File: src/rtl/fp_taylor_cos_seq_pkg.sv
// Shared definitions for the sequential Taylor-series cosine evaluator:
// FSM state encoding, term count and coefficient-index width.
package fp_taylor_cos_seq_pkg;

    localparam int TERM_CNT = 4;
    localparam int IDX_W    = 2;
    localparam int DATA_W   = 32;

    // Highest coefficient index seeds the accumulator; the next one is the first add.
    localparam logic [IDX_W-1:0] LAST_IDX = IDX_W'(TERM_CNT - 1);
    localparam logic [IDX_W-1:0] FIRST_K  = IDX_W'(TERM_CNT - 2);

    typedef enum logic [2:0] {
        ST_IDLE,
        ST_SQ_REQ,
        ST_SQ_WAIT,
        ST_MUL_REQ,
        ST_MUL_WAIT,
        ST_ADD_REQ,
        ST_ADD_WAIT,
        ST_DONE
    } state_e;

endpackage

File: src/rtl/fp_taylor_cos_fsm.sv
// Control FSM for the Horner cosine: square, three multiply/add rounds, result hand-off.
// Latency: one state per step plus unit latency; requests hold until ready, result holds until out_ready.
module fp_taylor_cos_fsm
    import fp_taylor_cos_seq_pkg::*;
(
    input  logic   clk_i,
    input  logic   rst_i,
    input  logic   in_valid_i,
    input  logic   out_ready_i,
    input  logic   mul_req_ready_i,
    input  logic   add_req_ready_i,
    input  logic   mul_rsp_i,
    input  logic   add_rsp_i,
    input  logic   k_zero_i,
    output state_e state_o,
    output logic   in_ready_o,
    output logic   out_valid_o,
    output logic   mul_req_valid_o,
    output logic   add_req_valid_o
);

    state_e state_q;
    state_e state_d;

    always_ff @(posedge clk_i or posedge rst_i) begin
        if (rst_i) begin
            state_q <= ST_IDLE;
        end else begin
            state_q <= state_d;
        end
    end

    always_comb begin
        state_d         = state_q;
        in_ready_o      = 1'b0;
        out_valid_o     = 1'b0;
        mul_req_valid_o = 1'b0;
        add_req_valid_o = 1'b0;
        case (state_q)
            ST_IDLE: begin
                in_ready_o = ~rst_i;
                if (in_valid_i) state_d = ST_SQ_REQ;
            end
            ST_SQ_REQ: begin
                mul_req_valid_o = 1'b1;
                if (mul_req_ready_i) state_d = ST_SQ_WAIT;
            end
            ST_SQ_WAIT: begin
                if (mul_rsp_i) state_d = ST_MUL_REQ;
            end
            ST_MUL_REQ: begin
                mul_req_valid_o = 1'b1;
                if (mul_req_ready_i) state_d = ST_MUL_WAIT;
            end
            ST_MUL_WAIT: begin
                if (mul_rsp_i) state_d = ST_ADD_REQ;
            end
            ST_ADD_REQ: begin
                add_req_valid_o = 1'b1;
                if (add_req_ready_i) state_d = ST_ADD_WAIT;
            end
            ST_ADD_WAIT: begin
                if (add_rsp_i) state_d = k_zero_i ? ST_DONE : ST_MUL_REQ;
            end
            ST_DONE: begin
                out_valid_o = 1'b1;
                if (out_ready_i) state_d = ST_IDLE;
            end
            default: state_d = ST_IDLE;
        endcase
    end

    assign state_o = state_q;

endmodule

File: src/rtl/fp_taylor_cos_seq.sv
// Sequential cos(x) via Horner c0 + x2*(c1 + x2*(c2 + x2*c3)) using external FP multiplier/adder.
// Latency: ~9 states plus 7 unit round-trips; in_ready only in IDLE, result held until out_ready.
module fp_taylor_cos_seq
    import fp_taylor_cos_seq_pkg::*;
(
    input  logic              clk,
    input  logic              rst,
    input  logic              in_valid,
    output logic              in_ready,
    input  logic [DATA_W-1:0] in_x,
    output logic              out_valid,
    input  logic              out_ready,
    output logic [DATA_W-1:0] out_result,
    output logic [IDX_W-1:0]  lut_base,
    input  logic [DATA_W-1:0] lut_coeff,
    output logic              mul_req_valid,
    input  logic              mul_req_ready,
    output logic [DATA_W-1:0] mul_a,
    output logic [DATA_W-1:0] mul_b,
    input  logic              mul_resp_valid,
    input  logic [DATA_W-1:0] mul_result,
    output logic              add_req_valid,
    input  logic              add_req_ready,
    output logic [DATA_W-1:0] add_a,
    output logic [DATA_W-1:0] add_b,
    input  logic              add_resp_valid,
    input  logic [DATA_W-1:0] add_result
);

    state_e state;

    logic [DATA_W-1:0] x_q,   x_d;
    logic [DATA_W-1:0] x2_q,  x2_d;
    logic [DATA_W-1:0] acc_q, acc_d;
    logic [DATA_W-1:0] prod_q, prod_d;
    logic [IDX_W-1:0]  k_q,   k_d;
    logic              mul_pend_q, mul_pend_d;
    logic [DATA_W-1:0] mul_pend_dat_q, mul_pend_dat_d;
    logic              add_pend_q, add_pend_d;
    logic [DATA_W-1:0] add_pend_dat_q, add_pend_dat_d;

    logic              mul_wait, add_wait;
    logic              mul_rsp_hit, add_rsp_hit;
    logic [DATA_W-1:0] mul_rsp_dat, add_rsp_dat;
    logic              mul_hs, add_hs;

    // A response coinciding with its request handshake is parked and consumed in the WAIT state.
    assign mul_wait    = (state == ST_SQ_WAIT) || (state == ST_MUL_WAIT);
    assign add_wait    = (state == ST_ADD_WAIT);
    assign mul_hs      = mul_req_valid && mul_req_ready;
    assign add_hs      = add_req_valid && add_req_ready;
    assign mul_rsp_hit = mul_wait && (mul_resp_valid || mul_pend_q);
    assign add_rsp_hit = add_wait && (add_resp_valid || add_pend_q);
    assign mul_rsp_dat = mul_pend_q ? mul_pend_dat_q : mul_result;
    assign add_rsp_dat = add_pend_q ? add_pend_dat_q : add_result;

    fp_taylor_cos_fsm u_fsm (
        .clk_i           (clk),
        .rst_i           (rst),
        .in_valid_i      (in_valid),
        .out_ready_i     (out_ready),
        .mul_req_ready_i (mul_req_ready),
        .add_req_ready_i (add_req_ready),
        .mul_rsp_i       (mul_rsp_hit),
        .add_rsp_i       (add_rsp_hit),
        .k_zero_i        (k_q == '0),
        .state_o         (state),
        .in_ready_o      (in_ready),
        .out_valid_o     (out_valid),
        .mul_req_valid_o (mul_req_valid),
        .add_req_valid_o (add_req_valid)
    );

    // Operands are steered from registers only, so they stay frozen while a request stalls.
    always_comb begin
        lut_base   = '0;
        mul_a      = '0;
        mul_b      = '0;
        add_a      = '0;
        add_b      = '0;
        out_result = '0;
        case (state)
            ST_SQ_REQ: begin
                lut_base = LAST_IDX;
                mul_a    = x_q;
                mul_b    = x_q;
            end
            ST_SQ_WAIT: lut_base = LAST_IDX;
            ST_MUL_REQ: begin
                lut_base = k_q;
                mul_a    = acc_q;
                mul_b    = x2_q;
            end
            ST_MUL_WAIT, ST_ADD_WAIT: lut_base = k_q;
            ST_ADD_REQ: begin
                lut_base = k_q;
                add_a    = prod_q;
                add_b    = lut_coeff;
            end
            ST_DONE: out_result = acc_q;
            default: ;
        endcase
    end

    always_comb begin
        x_d            = x_q;
        x2_d           = x2_q;
        acc_d          = acc_q;
        prod_d         = prod_q;
        k_d            = k_q;
        mul_pend_d     = mul_pend_q;
        mul_pend_dat_d = mul_pend_dat_q;
        add_pend_d     = add_pend_q;
        add_pend_dat_d = add_pend_dat_q;

        if (mul_hs && mul_resp_valid) begin
            mul_pend_d     = 1'b1;
            mul_pend_dat_d = mul_result;
        end else if (mul_rsp_hit) begin
            mul_pend_d = 1'b0;
        end
        if (add_hs && add_resp_valid) begin
            add_pend_d     = 1'b1;
            add_pend_dat_d = add_result;
        end else if (add_rsp_hit) begin
            add_pend_d = 1'b0;
        end

        case (state)
            ST_IDLE: begin
                if (in_valid && in_ready) x_d = in_x;
            end
            ST_SQ_WAIT: begin
                if (mul_rsp_hit) begin
                    x2_d  = mul_rsp_dat;
                    acc_d = lut_coeff;
                    k_d   = FIRST_K;
                end
            end
            ST_MUL_WAIT: begin
                if (mul_rsp_hit) prod_d = mul_rsp_dat;
            end
            ST_ADD_WAIT: begin
                if (add_rsp_hit) begin
                    acc_d = add_rsp_dat;
                    if (k_q != '0) k_d = k_q - IDX_W'(1);
                end
            end
            default: ;
        endcase
    end

    always_ff @(posedge clk or posedge rst) begin
        if (rst) begin
            x_q            <= '0;
            x2_q           <= '0;
            acc_q          <= '0;
            prod_q         <= '0;
            k_q            <= '0;
            mul_pend_q     <= 1'b0;
            mul_pend_dat_q <= '0;
            add_pend_q     <= 1'b0;
            add_pend_dat_q <= '0;
        end else begin
            x_q            <= x_d;
            x2_q           <= x2_d;
            acc_q          <= acc_d;
            prod_q         <= prod_d;
            k_q            <= k_d;
            mul_pend_q     <= mul_pend_d;
            mul_pend_dat_q <= mul_pend_dat_d;
            add_pend_q     <= add_pend_d;
            add_pend_dat_q <= add_pend_dat_d;
        end
    end

endmodule

File: config.mk
export PLATFORM = sky130hd
export DESIGN_NAME = fp_taylor_cos_seq
export DESIGN_NICKNAME = d
export VERILOG_FILES = /design/src/rtl/fp_taylor_cos_seq_pkg.sv /design/src/rtl/fp_taylor_cos_fsm.sv /design/src/rtl/fp_taylor_cos_seq.sv
export SDC_FILE = /design/constraint.sdc
export NUM_CORES = 1
export LEC_CHECK = 0
export BUFFER_PORTS_ARGS = -buffer_cell sky130_fd_sc_hd__buf_2
export CAP_MARGIN = 20
export CORE_ASPECT_RATIO = 0.8
export CORE_UTILIZATION = 44
export DETAILED_ROUTE_END_ITERATION = 12
export GPL_TIMING_DRIVEN = 0
export PLACE_DENSITY = 0.84
export REMOVE_ABC_BUFFERS = 1
export SYNTH_ARGS = -nofsm -noshare
export SYNTH_HDL_FRONTEND = slang
export SYNTH_SLANG_ARGS = --single-unit
File: constraint.sdc
create_clock -name clk -period 5.6 [get_ports clk]
set_input_delay 0.56 -clock clk [delete_from_list [all_inputs] [get_ports clk]]
set_output_delay 0.56 -clock clk [all_outputs]
set_load 0.02 [all_outputs]
Yosys cells after proc, flatten, opt, wreduce, memory -nomap -nowiden
Cells that the tools add are included.
Storage, ports and cells
  register bits: 199
  input bits: 136
  output and inout port bits: 166
  word-level logic and storage cells: 86
Cells by class
  add/sub/neg operators: 1
  equality and inequality tests: 16
  multiplexer cells: 33
  bitwise gates (word level): 1
  reduce and logical (&&, ||, !) cells: 25
Operators by type and width (number)
  $mux 32: 7
  $pmux 32 s2: 3
  $mux 3: 9
  $pmux 3 s8: 1
  $ne 2x2->1 const B: 7
  $eq 3x3->1 const B: 4
  $mux 1: 8
  $pmux 2 s2: 2
  $reduce_and 8->1: 1
  $reduce_bool 2->1: 4
  $logic_and 1x1->1: 7
  $eq 3x2->1 const B: 2
  $mux 2: 3
  $reduce_and 2->1: 3
  $ne 2x1->1 const B: 2
  $reduce_and 4->1: 1
  $reduce_or 2->1: 2
  $reduce_or 4->1: 1
  $eq 3x1->1 const B: 1
  $logic_not 3->1: 1
  $logic_or 1x1->1: 3
  $reduce_and 3->1: 1
  $logic_not 2->1: 1
  $sub 2x1->2 const B: 1
  $not 1->1: 1

Logic depth before layout (Yosys ltp)
Gate-level depths: netlist of the first run.
  word-level depth: 6
  depth in mapped cells: 8
  depth with buffers taken out: 6

By module
Synthesis of the first run repeated with hierarchy kept, for this count alone.
Second synthesis, totals
  cells, all modules: 912
  area total of the unflattened synthesis: 9784.4 um^2
Modules (own cells, without submodules)
  fp_taylor_cos_seq: times used 1, cells each 883, area each 9511.6 um^2, seq. area each 4904.7 um^2
  fp_taylor_cos_fsm: times used 1, cells each 29, area each 272.8 um^2, seq. area each 75.1 um^2

Worst setup path before layout of the first run
Ideal clock, no wire load.
  kind: in2reg
  from: input port rst
  to: register x_q[0]
  setup time: 0.128 ns
  arrival time: 6.227 ns
  data required time: 5.472 ns
  path slack: -0.755 ns
  stages: 6
  buffers on the path: 2
  cell sequence: inv_1 and3_1 and2_1 clkbuf_1 buf_2 mux2_1
Between the ends
  cells in the longest elaborated chain, start to end: 4
RTL lines
  from (decl): line fp_taylor_cos_seq.sv:7  | input logic rst,
  $not 1->1: line fp_taylor_cos_fsm.sv:41  | in_ready_o = ~rst_i;
  $mux 1: line fp_taylor_cos_fsm.sv:39  | case (state_q)
  via in_ready: line fp_taylor_cos_seq.sv:9  | output logic in_ready,
  $logic_and 1x1->1: line fp_taylor_cos_seq.sv:131  | if (in_valid && in_ready) x_d = in_x;
  $reduce_and 2->1 (no line)
  to (signal assigned): line fp_taylor_cos_seq.sv:155  | x_q <= '0;
  to (signal assigned): line fp_taylor_cos_seq.sv:165  | x_q <= x_d;
  to (decl): line fp_taylor_cos_seq.sv:32  | logic [DATA_W-1:0] x_q, x_d;
The timed path passes the listed nets, and every way through them passes these cells.
A chain may end at the register's enable or synchronous reset.

Worst setup path after layout of the first run
  from: register u_fsm.state_q[1], in the netlist u_fsm.state_o[1]
  to: output port mul_a[26]
Between the ends
  cells in the longest elaborated chain, start to end: 2
  elaborated cells between the ends (all ways): 3
  those cells by class: eq/ne: 2; mux: 1
RTL lines
  from (decl): line fp_taylor_cos_fsm.sv:22  | state_e state_q;
  from (signal assigned): line fp_taylor_cos_fsm.sv:29  | state_q <= state_d;
  $eq 3x2->1 or $eq 3x1->1 (tied branches): line fp_taylor_cos_seq.sv:82  | case (state)
  $pmux 32 s2 *: line fp_taylor_cos_seq.sv:82
  to (decl): line fp_taylor_cos_seq.sv:18  | output logic [DATA_W-1:0] mul_a,
Every way passes the cells marked *; elsewhere a longest branch is shown, timed or not.

==> results by group, run 1 <==
Outcome
  – Outcome: finished clean

Yosys
  – Synth Area per Inst: 11.3 um^2
  – Synth unique cells: 41
  – Seq/Total Area, Yosys: 49.9%
  – Instance count of the mapped netlist: 887
  – Yosys warns: 0
  – Synth Cell Area: 9990 um^2
  – #FFs+latches synth: 199

Die
  – Die area: 23300 um^2
  – Die Span Y: 137 um
  – Starting Density: 45.6%
  – I/O Pins: 302
  – Core area: 21900 um^2
  – Die X: 170 um
  – # rows: 48

Route
  – Drt first pass iters: 4
  – WL per Instance: 20.2 um
  – DRC: 0
  – Vias per cell: 5.64
  – Via count: 8230
  – Initial DRC Count: 529
  – Total Wirelength: 29500 um
  – Post-route ant nets: 0

GRT
  – Aggregate global-route resource usage: 25.4%
  – First-pass GRT wire length: 45000 um
  – Initial antenna violation count: 4
  – Vias in the first global route: 8075
  – Largest net degree at the start of global routing: 105
  – Overflow after GRT: 0

STA
  – Least-Margin Pin Slew: 0.959 ns
  – Slack of the critical path: 1.73 ns
  – Number of hold violations in the final report: 0
  – Max Clk Rate: 0.258 GHz
  – Headroom to the max-slew limit: 36.0%
  – RSZ-0062 raised after global routing: false
  – Clock period minus worst slack: 3.87 ns
  – Final-report setup violation count: 0
  – Crit share post-route: 69.2%
  – Max-slew violation total from the final report: 0
  – Final hold slack: 0.228 ns
  – Clk_skew: 0.0148 ns

Hold path
  – Worst Hold Class: in -> async

Placed design
  – Dpl hpwl: 20400 um
  – Place WS: 1.78 ns
  – DP Area: 11900 um^2
  – Placed Instances: 1426
  – Gp weighted congestion: 0.775
  – I/O Buffers: 301

CTS
  – CTS buffer count: 17
  – CTS Hold Bufs: 0
  – Post_cts resized: 0
  – TritonCTS clock tree: built
  – Clock tree buffer depth: 2
  – Clock sink count: 199
  – Clk_lat worst skew: 0.43 ns
  – Postcts setup bufs: 0
  – Root Buffer: clkbuf_16
  – H-tree depth: 4
  – Clock-pin slew on the worst setup and hold paths: 0.08 ns

Job
  – Max cap viols: 0

Power
  – Worst vdd ir: 0.314 mV
  – P_leak: 6.65 nW
  – Pwr/cell area: 587 nW/um^2
  – Tot Pwr: 7.34 mW

Setup path
  – Reg2Reg Launch Point: u_fsm.state_o[1]
  – Crit Path Category: reg -> out
  – Setup crit end kind: output port
  – Reg2Reg Depth: 9
  – Reg2Reg Setup Slack: 1.78 ns
  – CP arrival: 3.31 ns
  – Reg-to-Reg End: mul_pend_dat_q[31]
  – CP Launch Type: register
  – Crit path max fanout: 37
  – Worst EP required: 5.04 ns

Final layout
  – Commonest non-fill, non-tap cell in the layout: buf_2
  – Share of layout cells above drive strength 1: 34.1%
  – P&R area growth vs syn: 25.2%
  – Most frequent cells in the layout: buf_2, dfrtp_1, mux2_1
  – Final std cells w/o fill: 1459
  – Fill count: 1854
  – # nets final: 1288
  – Design area: 12500 um^2
-- worst max-delay path, cell delays in order, from the launching register on --
cell	delay [ns]
dfrtp_1	0.41
ha_2	0.85
nor2b_4	0.92
buf_12	0.29
a22o_1	0.21
buf_2	0.18
-- per-stage QoR --
stage,utilization [%],setup TNS [ns]
after global placement,52.5,-959.42
after global routing,57.0,0
final,57.0,0
after detailed placement,54.4,0
after floorplan,-,-115.94
after CTS,57.0,0
-- sequential cells by signal, summed over array words and instances, names as in the netlist --
signal,cells
acc_q,32
add_pend_dat_q,32
mul_pend_dat_q,32
prod_q,32
x2_q,32
x_q,32
u_fsm.state_o,3
k_q,2
add_pend_q,1
mul_pend_q,1
-- cell families (layout without fill, tap and decap cells) --
group / count (synthesis) / after routing / synth area share, %
muxes: 195 / 195 / 22.2
and+or+nand+nor: 220 / 220 / 11.3
buffers and inverters: 87 / 358 / 3.91
DFF: 199 / 199 / 49.9
adders and majority gates: 7 / 7 / 0.877
AOI/OAI and AO/OA: 179 / 179 / 11.8
other: 0 / 1 / 0
-- final cells by class --
cell class / instances / area, um^2 / share of cell area, %
Tap cell: 300 / 375 / 3.00
Clock buffer: 18 / 439 / 3.51
Multi-Input combinational cell: 601 / 4640 / 37.1
Inverter: 7 / 33.8 / 0.270
Antenna cell: 1 / 2.50 / 0.0200
Clock inverter: 14 / 141 / 1.13
Timing Repair Buffer: 319 / 1890 / 15.1
Sequential cell: 199 / 4990 / 39.9
-- cell usage after synthesis, drive strengths merged --
cell	number	share of area [%]
nand3	2	0.15
or2	2	0.13
a22o	64	5.6
mux2	129	16
nor3b	2	0.15
and3	98	6.2
o211a	1	0.10
buf	34	1.9
nor2b	4	0.33
o22a	1	0.088
nor4b	1	0.088
dfrtp	199	50
o21ai	69	3.5
nor2	36	1.4
a31oi	1	0.063
a211oi	1	0.075
a221oi	1	0.088
a2111oi	1	0.088
a21o	1	0.075
o211ai	1	0.075
a31o	1	0.088
o21ba	1	0.10
and2	3	0.19
nand2	70	2.7
ha	7	0.88
clkbuf	46	1.7
inv	7	0.26
nand3b	1	0.075
o21a	2	0.15
a21oi	34	1.7
mux2i	66	6.6
nor3	1	0.050
-- worst max path at each step --
stage | from | end | slack [ns] | cells after the start
2_1_floorplan | rst | x_q[0] | -1.14 | 4
3_3_place_gp | rst | x_q[27] | -3.45 | 5
3_5_place_dp | u_fsm.state_o[1] | mul_pend_dat_q[31] | 1.78 | 9
4_1_cts | u_fsm.state_o[1] | mul_a[26] | 1.72 | 5
5_1_grt | u_fsm.state_o[1] | mul_a[26] | 1.57 | 5
6_report | u_fsm.state_o[1] | mul_a[26] | 1.73 | 5
-- per-layer routing --
metal,global-route usage [%],up-vias,part of all wire (%)
li1,-,3699,-
met1,31.9,4086,42
met2,41.0,388,46
met3,8.01,51,8.9
met4,9.56,6,2.4
met5,0,-,0.12
-- report_power, final --
| part | internal, mW | total (mW) | leakage, nW | switching [mW] |
|---|---|---|---|---|
| logic | 1.49 | 3.44 | 3.93 | 1.95 |
| registers | 2.13 | 2.68 | 2.44 | 0.553 |
| clock network | 0.605 | 1.22 | 0.283 | 0.614 |
| total | 4.22 | 7.34 | 6.65 | 3.11 |
Note: power is estimated with default switching activity, not from simulation.
==> run 2, diff against run 1 <==
--- a/config.mk
+++ b/config.mk
@@ -11,7 +11,7 @@
 export CORE_UTILIZATION = 44
 export DETAILED_ROUTE_END_ITERATION = 12
 export GPL_TIMING_DRIVEN = 0
-export PLACE_DENSITY = 0.84
+export PLACE_DENSITY = 0.81
 export REMOVE_ABC_BUFFERS = 1
 export SYNTH_ARGS = -nofsm -noshare
 export SYNTH_HDL_FRONTEND = slang
==> constraint.sdc (replaced) <==
create_clock -name clk -period 4 [get_ports clk]
set_input_delay 0.4 -clock clk [delete_from_list [all_inputs] [get_ports clk]]
set_output_delay 0.4 -clock clk [all_outputs]
set_load 0.02 [all_outputs]
==> results by group, run 2 (synthesized netlist as in run 1, its figures left out) <==
Outcome
  – Outcome: finished clean

GRT
  – Vias in the first global route: 7992
  – First-pass GRT wire length: 44400 um
  – Initial antenna violation count: 2
  – Largest net degree at the start of global routing: 105
  – Aggregate global-route resource usage: 25.6%
  – Overflow after GRT: 0

STA
  – Max-slew violation total from the final report: 0
  – Clk_skew: 0.0132 ns
  – Least-Margin Pin Slew: 1.02 ns
  – Max Clk Rate: 0.265 GHz
  – Final-report setup violation count: 0
  – Headroom to the max-slew limit: 31.9%
  – RSZ-0062 raised after global routing: false
  – Final hold slack: 0.0822 ns
  – Fin Setup TNS: 0 ns
  – Crit share post-route: 94.4%
  – Clock period minus worst slack: 3.78 ns
  – Number of hold violations in the final report: 0

Route
  – Vias per cell: 5.56
  – WL per Instance: 20.6 um
  – DR WL met3: 2180 um
  – Met2 wire length: 14300 um
  – Via count: 8090
  – Uppermost layer routed: met5
  – Total Wirelength: 30000 um
  – Initial DRC Count: 451
  – Post-route ant nets: 0
  – Drt first pass iters: 7
  – WL met1: 12800 um
  – DRC: 0

Final layout
  – Share of layout cells above drive strength 1: 33.9%
  – Commonest non-fill, non-tap cell in the layout: buf_2
  – Fill count: 1815
  – Most frequent cells in the layout: buf_2, dfrtp_1, mux2_1
  – P&R area growth vs syn: 24.4%
  – # nets final: 1285

Die
  – Die Span Y: 137 um
  – Core area: 21900 um^2
  – Starting Density: 45.6%
  – # rows: 48
  – Die area: 23300 um^2
  – Die X: 170 um
  – I/O Pins: 302

Setup path
  – Worst EP required: 4.31 ns
  – Reg2Reg Setup Slack: 0.22 ns
  – Crit path max fanout: 35
  – CP arrival: 4.08 ns
  – CP Launch Type: register
  – Reg-to-Reg End: mul_pend_dat_q[31]
  – Crit Path Category: reg -> reg
  – Reg2Reg Launch Point: u_fsm.state_o[1]
  – Setup crit end kind: register
  – Reg2Reg Depth: 7

CTS
  – Clock sink count: 199
  – Root Buffer: clkbuf_16
  – CTS buffer count: 17
  – CTS Hold Bufs: 0
  – Clk_lat worst skew: 0.43 ns
  – TritonCTS clock tree: built
  – Clock-pin slew on the worst setup and hold paths: 0.08 ns
  – H-tree depth: 4
  – Clock tree buffer depth: 2

Hold path
  – Worst Hold Class: in -> async

Power
  – Internal power: 5.96 mW
  – Switching Fraction: 42.3%
  – P_leak: 6.62 nW
  – Logic gate share of total power: 46.0%
  – Pwr/cell area: 831 nW/um^2
  – Worst vdd ir: 0.423 mV
  – Switching power: 4.36 mW
  – Flop pwr share: 36.5%
  – Clock share of power: 17.5%

Placed design
  – Gp weighted congestion: 0.780
  – Dpl hpwl: 20300 um
  – I/O Buffers: 301

Job
  – Max cap viols: 0
==> run 2: power groups by stage <==
stage | clock network [mW] | logic (mW) | registers, mW
after floorplan | 0 | 3.14 | 3.58
after global placement | 0 | 4.32 | 3.95
after detailed placement | 0 | 4.74 | 3.78
after CTS | 1.85 | 4.76 | 3.76
after global routing | 1.93 | 5.12 | 3.88
final | 1.81 | 4.76 | 3.77
==> run 2: worst max-delay path, stage by stage, from the launching register on <==
cell and delay (ns):
dfrtp_1 0.43, inv_1 0.13, ha_2 0.60, nor2b_4 0.89, buf_12 0.31, or2_1 0.17, and3_4 0.69, mux2_1 0.38
==> run 2: layer usage <==
| metal | vias up | track usage [%] |
|---|---|---|
| met5 | - | 0 |
| li1 | 3691 | - |
| met3 | 40 | 6.62 |
| met2 | 345 | 42.0 |
| met1 | 4012 | 32.6 |
| met4 | 2 | 9.26 |
==> run 2: cell type report <==
class / count / area [um^2] / share of cell area, %
well taps: 300 / 375 / 3.02
diodes: 1 / 2.50 / 0.0201
clock inverters: 15 / 186 / 1.50
clock buffers: 17 / 425 / 3.42
flip-flops and latches: 199 / 4990 / 40.1
repair buffers: 315 / 1770 / 14.2
inverters: 7 / 33.8 / 0.272
multi-input cells: 602 / 4650 / 37.4
==> run 2: worst max-delay path by stage <==
stage | start | to | slack [ns]
2_1_floorplan | rst | x_q[0] | -2.58
3_3_place_gp | rst | x_q[23] | -5.05
3_5_place_dp | u_fsm.state_o[1] | mul_pend_dat_q[31] | 0.13
4_1_cts | u_fsm.state_o[1] | mul_pend_dat_q[31] | 0.12
5_1_grt | u_fsm.state_o[1] | mul_pend_dat_q[30] | 0.08
6_report | u_fsm.state_o[1] | mul_pend_dat_q[31] | 0.22
==> run 2: through the flow <==
stage	power (mW)	area, um^2	setup WS, ns	utilization, %	std cells
floorplan	6.72	9620	-2.58	-	807
CTS	10.4	12400	0.118	56.6	1454
detailed placement	8.53	11800	0.127	53.8	1422
finish	10.3	12400	0.223	56.7	1456
global placement	8.27	11500	-5.05	52.5	1408
global route	10.9	12400	0.0788	56.7	1456
==> run 2: repair_timing <==
action | 4_1_cts | 5_1_grt
buffers inserted | 0 | 0
endpoints found under the setup margin | 0 | 3
resized for setup | 0 | 0
==> run 3, diff against run 2 <==
--- a/config.mk
+++ b/config.mk
@@ -7,11 +7,13 @@
 export LEC_CHECK = 0
 export BUFFER_PORTS_ARGS = -buffer_cell sky130_fd_sc_hd__buf_2
 export CAP_MARGIN = 20
+export CELL_PAD_IN_SITES_DETAIL_PLACEMENT = 2
+export CELL_PAD_IN_SITES_GLOBAL_PLACEMENT = 2
 export CORE_ASPECT_RATIO = 0.8
-export CORE_UTILIZATION = 44
+export CORE_UTILIZATION = 32
 export DETAILED_ROUTE_END_ITERATION = 12
 export GPL_TIMING_DRIVEN = 0
-export PLACE_DENSITY = 0.81
+export PLACE_DENSITY = 0.9
 export REMOVE_ABC_BUFFERS = 1
 export SYNTH_ARGS = -nofsm -noshare
 export SYNTH_HDL_FRONTEND = slang
==> results by group, run 3 (synthesized netlist as in run 1, its figures left out) <==
Power
  – Worst vdd ir: 0.327 mV
  – Pwr/cell area: 849 nW/um^2
  – P_leak: 6.64 nW

CTS
  – Clk_lat worst skew: 0.45 ns
  – H-tree depth: 4
  – CTS buffer count: 17
  – TritonCTS clock tree: built
  – Clock-pin slew on the worst setup and hold paths: 0.08 ns
  – Clock sink count: 199
  – CTS Hold Bufs: 0
  – Postcts setup bufs: 0
  – Clock tree buffer depth: 2
  – Root Buffer: clkbuf_16

Placed design
  – I/O Buffers: 301
  – Gp weighted congestion: 0.727
  – Place WS: -0.00716 ns
  – Dpl hpwl: 26000 um
  – Placed Instances: 1536

Setup path
  – CP arrival: 4.08 ns
  – Critical Path Start: u_fsm.state_o[1]
  – Setup crit end kind: register
  – Worst EP required: 4.34 ns
  – Reg2Reg Launch Point: u_fsm.state_o[1]
  – Crit path max fanout: 38
  – CP Launch Type: register
  – Crit Path Category: reg -> reg

GRT
  – Overflow after GRT: 0
  – Aggregate global-route resource usage: 24.3%
  – Initial antenna violation count: 6
  – First-pass GRT wire length: 58200 um
  – Vias in the first global route: 9621
  – Largest net degree at the start of global routing: 116

Route
  – Total Wirelength: 38200 um
  – Post-route ant nets: 0
  – WL per Instance: 24.3 um
  – Drt first pass iters: 6
  – DRC: 0
  – Initial DRC Count: 310
  – Via count: 8318
  – Vias per cell: 5.29

Final layout
  – Post-layout util: 41.4%
  – P&R area growth vs syn: 26.5%
  – # nets final: 1287
  – Final std cells w/o fill: 1572
  – Commonest non-fill, non-tap cell in the layout: buf_2
  – Share of layout cells above drive strength 1: 34.1%
  – Most frequent cells in the layout: buf_2, dfrtp_1, mux2_1

STA
  – Max-slew violation total from the final report: 0
  – Max Clk Rate: 0.267 GHz
  – Clk_skew: 0.0127 ns
  – Crit share post-route: 93.7%
  – Number of hold violations in the final report: 0
  – Headroom to the max-slew limit: 30.7%
  – Final-report setup violation count: 0
  – Least-Margin Pin Slew: 1.04 ns
  – Slack of the critical path: 0.253 ns
  – RSZ-0062 raised after global routing: false
  – Clock period minus worst slack: 3.75 ns

Die
  – Die Span Y: 160 um
  – Die X: 200 um
  – I/O Pins: 302
  – # rows: 57
  – Die area: 31900 um^2
  – Core area: 30500 um^2
  – Starting Density: 32.7%

Hold path
  – Worst Hold Class: in -> async

Outcome
  – Outcome: finished clean

Job
  – Max cap viols: 0
-- run 3: cell types whose count changed in the layout (fill, tap and decap cells not counted), sizes merged --
cell      previous run  this run
buf                315       316
diode                1         2
clkinvlp             0         2
nor2b                5         6
inv                 14        12
clkinv               6         4
clkbuf              17        18
bufinv               2         3
-- run 3: cell type report --
| type | instances | area, um^2 |
|---|---|---|
| Fill cell | 3237 | 17900 |
| Inverter | 7 | 33.8 |
| Clock inverter | 14 | 190 |
| Antenna cell | 2 | 5.00 |
| Timing Repair Buffer | 316 | 1790 |
| Tap cell | 413 | 517 |
| Clock buffer | 18 | 439 |
| Multi-Input combinational cell | 603 | 4670 |
| Sequential cell | 199 | 4990 |
-- run 3: critical path, stage by stage (launching register included) --
cell,delay [ns]
dfrtp_1,0.42
ha_2,0.91
nor2b_4,0.66
buf_12,0.31
or2_1,0.16
and3_4,0.73
mux2_1,0.41
-- run 3: routing by layer --
metal,vias up,track usage (%),part of all wire [%]
li1,3701,-,-
met1,4291,29.4,42
met2,271,41.4,49
met3,49,7.48,7.1
met4,6,7.04,1.5
met5,-,0,0.094
-- run 3: worst paths after layout --
check	cells after the start	slack [ns]	to
worst max-delay path	6	0.25	mul_pend_dat_q[29]
worst min-delay path	2	0.08	x2_q[10]
worst max register to register	6	0.25	mul_pend_dat_q[29]
worst min register to register	2	0.49	prod_q[21]
max in group asynchronous	3	2.97	mul_pend_dat_q[22]
min in group clk	2	0.16	x_q[28]
-- run 3: what timing repair did --
item                                    in CTS  in global routing
endpoints found under the setup margin       3                 27
cloned                                       1                  1
gates resized for setup                      0                  0
-- run 3: report_power, final --
part / switching [mW] / total (mW) / internal (mW)
sequential: 0.859 / 3.84 / 2.98
combinational: 2.95 / 4.99 / 2.04
clock: 0.875 / 1.90 / 1.02
-- run 3: stage by stage --
stage | setup TNS (ns) | total power, mW | hold slack [ns] | instance area [um^2]
detailed placement | -0.0184 | 8.80 | 0.468 | 12000
floorplan | -570.01 | 6.72 | 0.447 | 9620
global placement | -1791.57 | 8.36 | 0.460 | 11600
CTS | 0 | 10.8 | 0.129 | 12600
finish | 0 | 10.7 | 0.0799 | 12600
global route | 0 | 11.3 | 0.145 | 12600
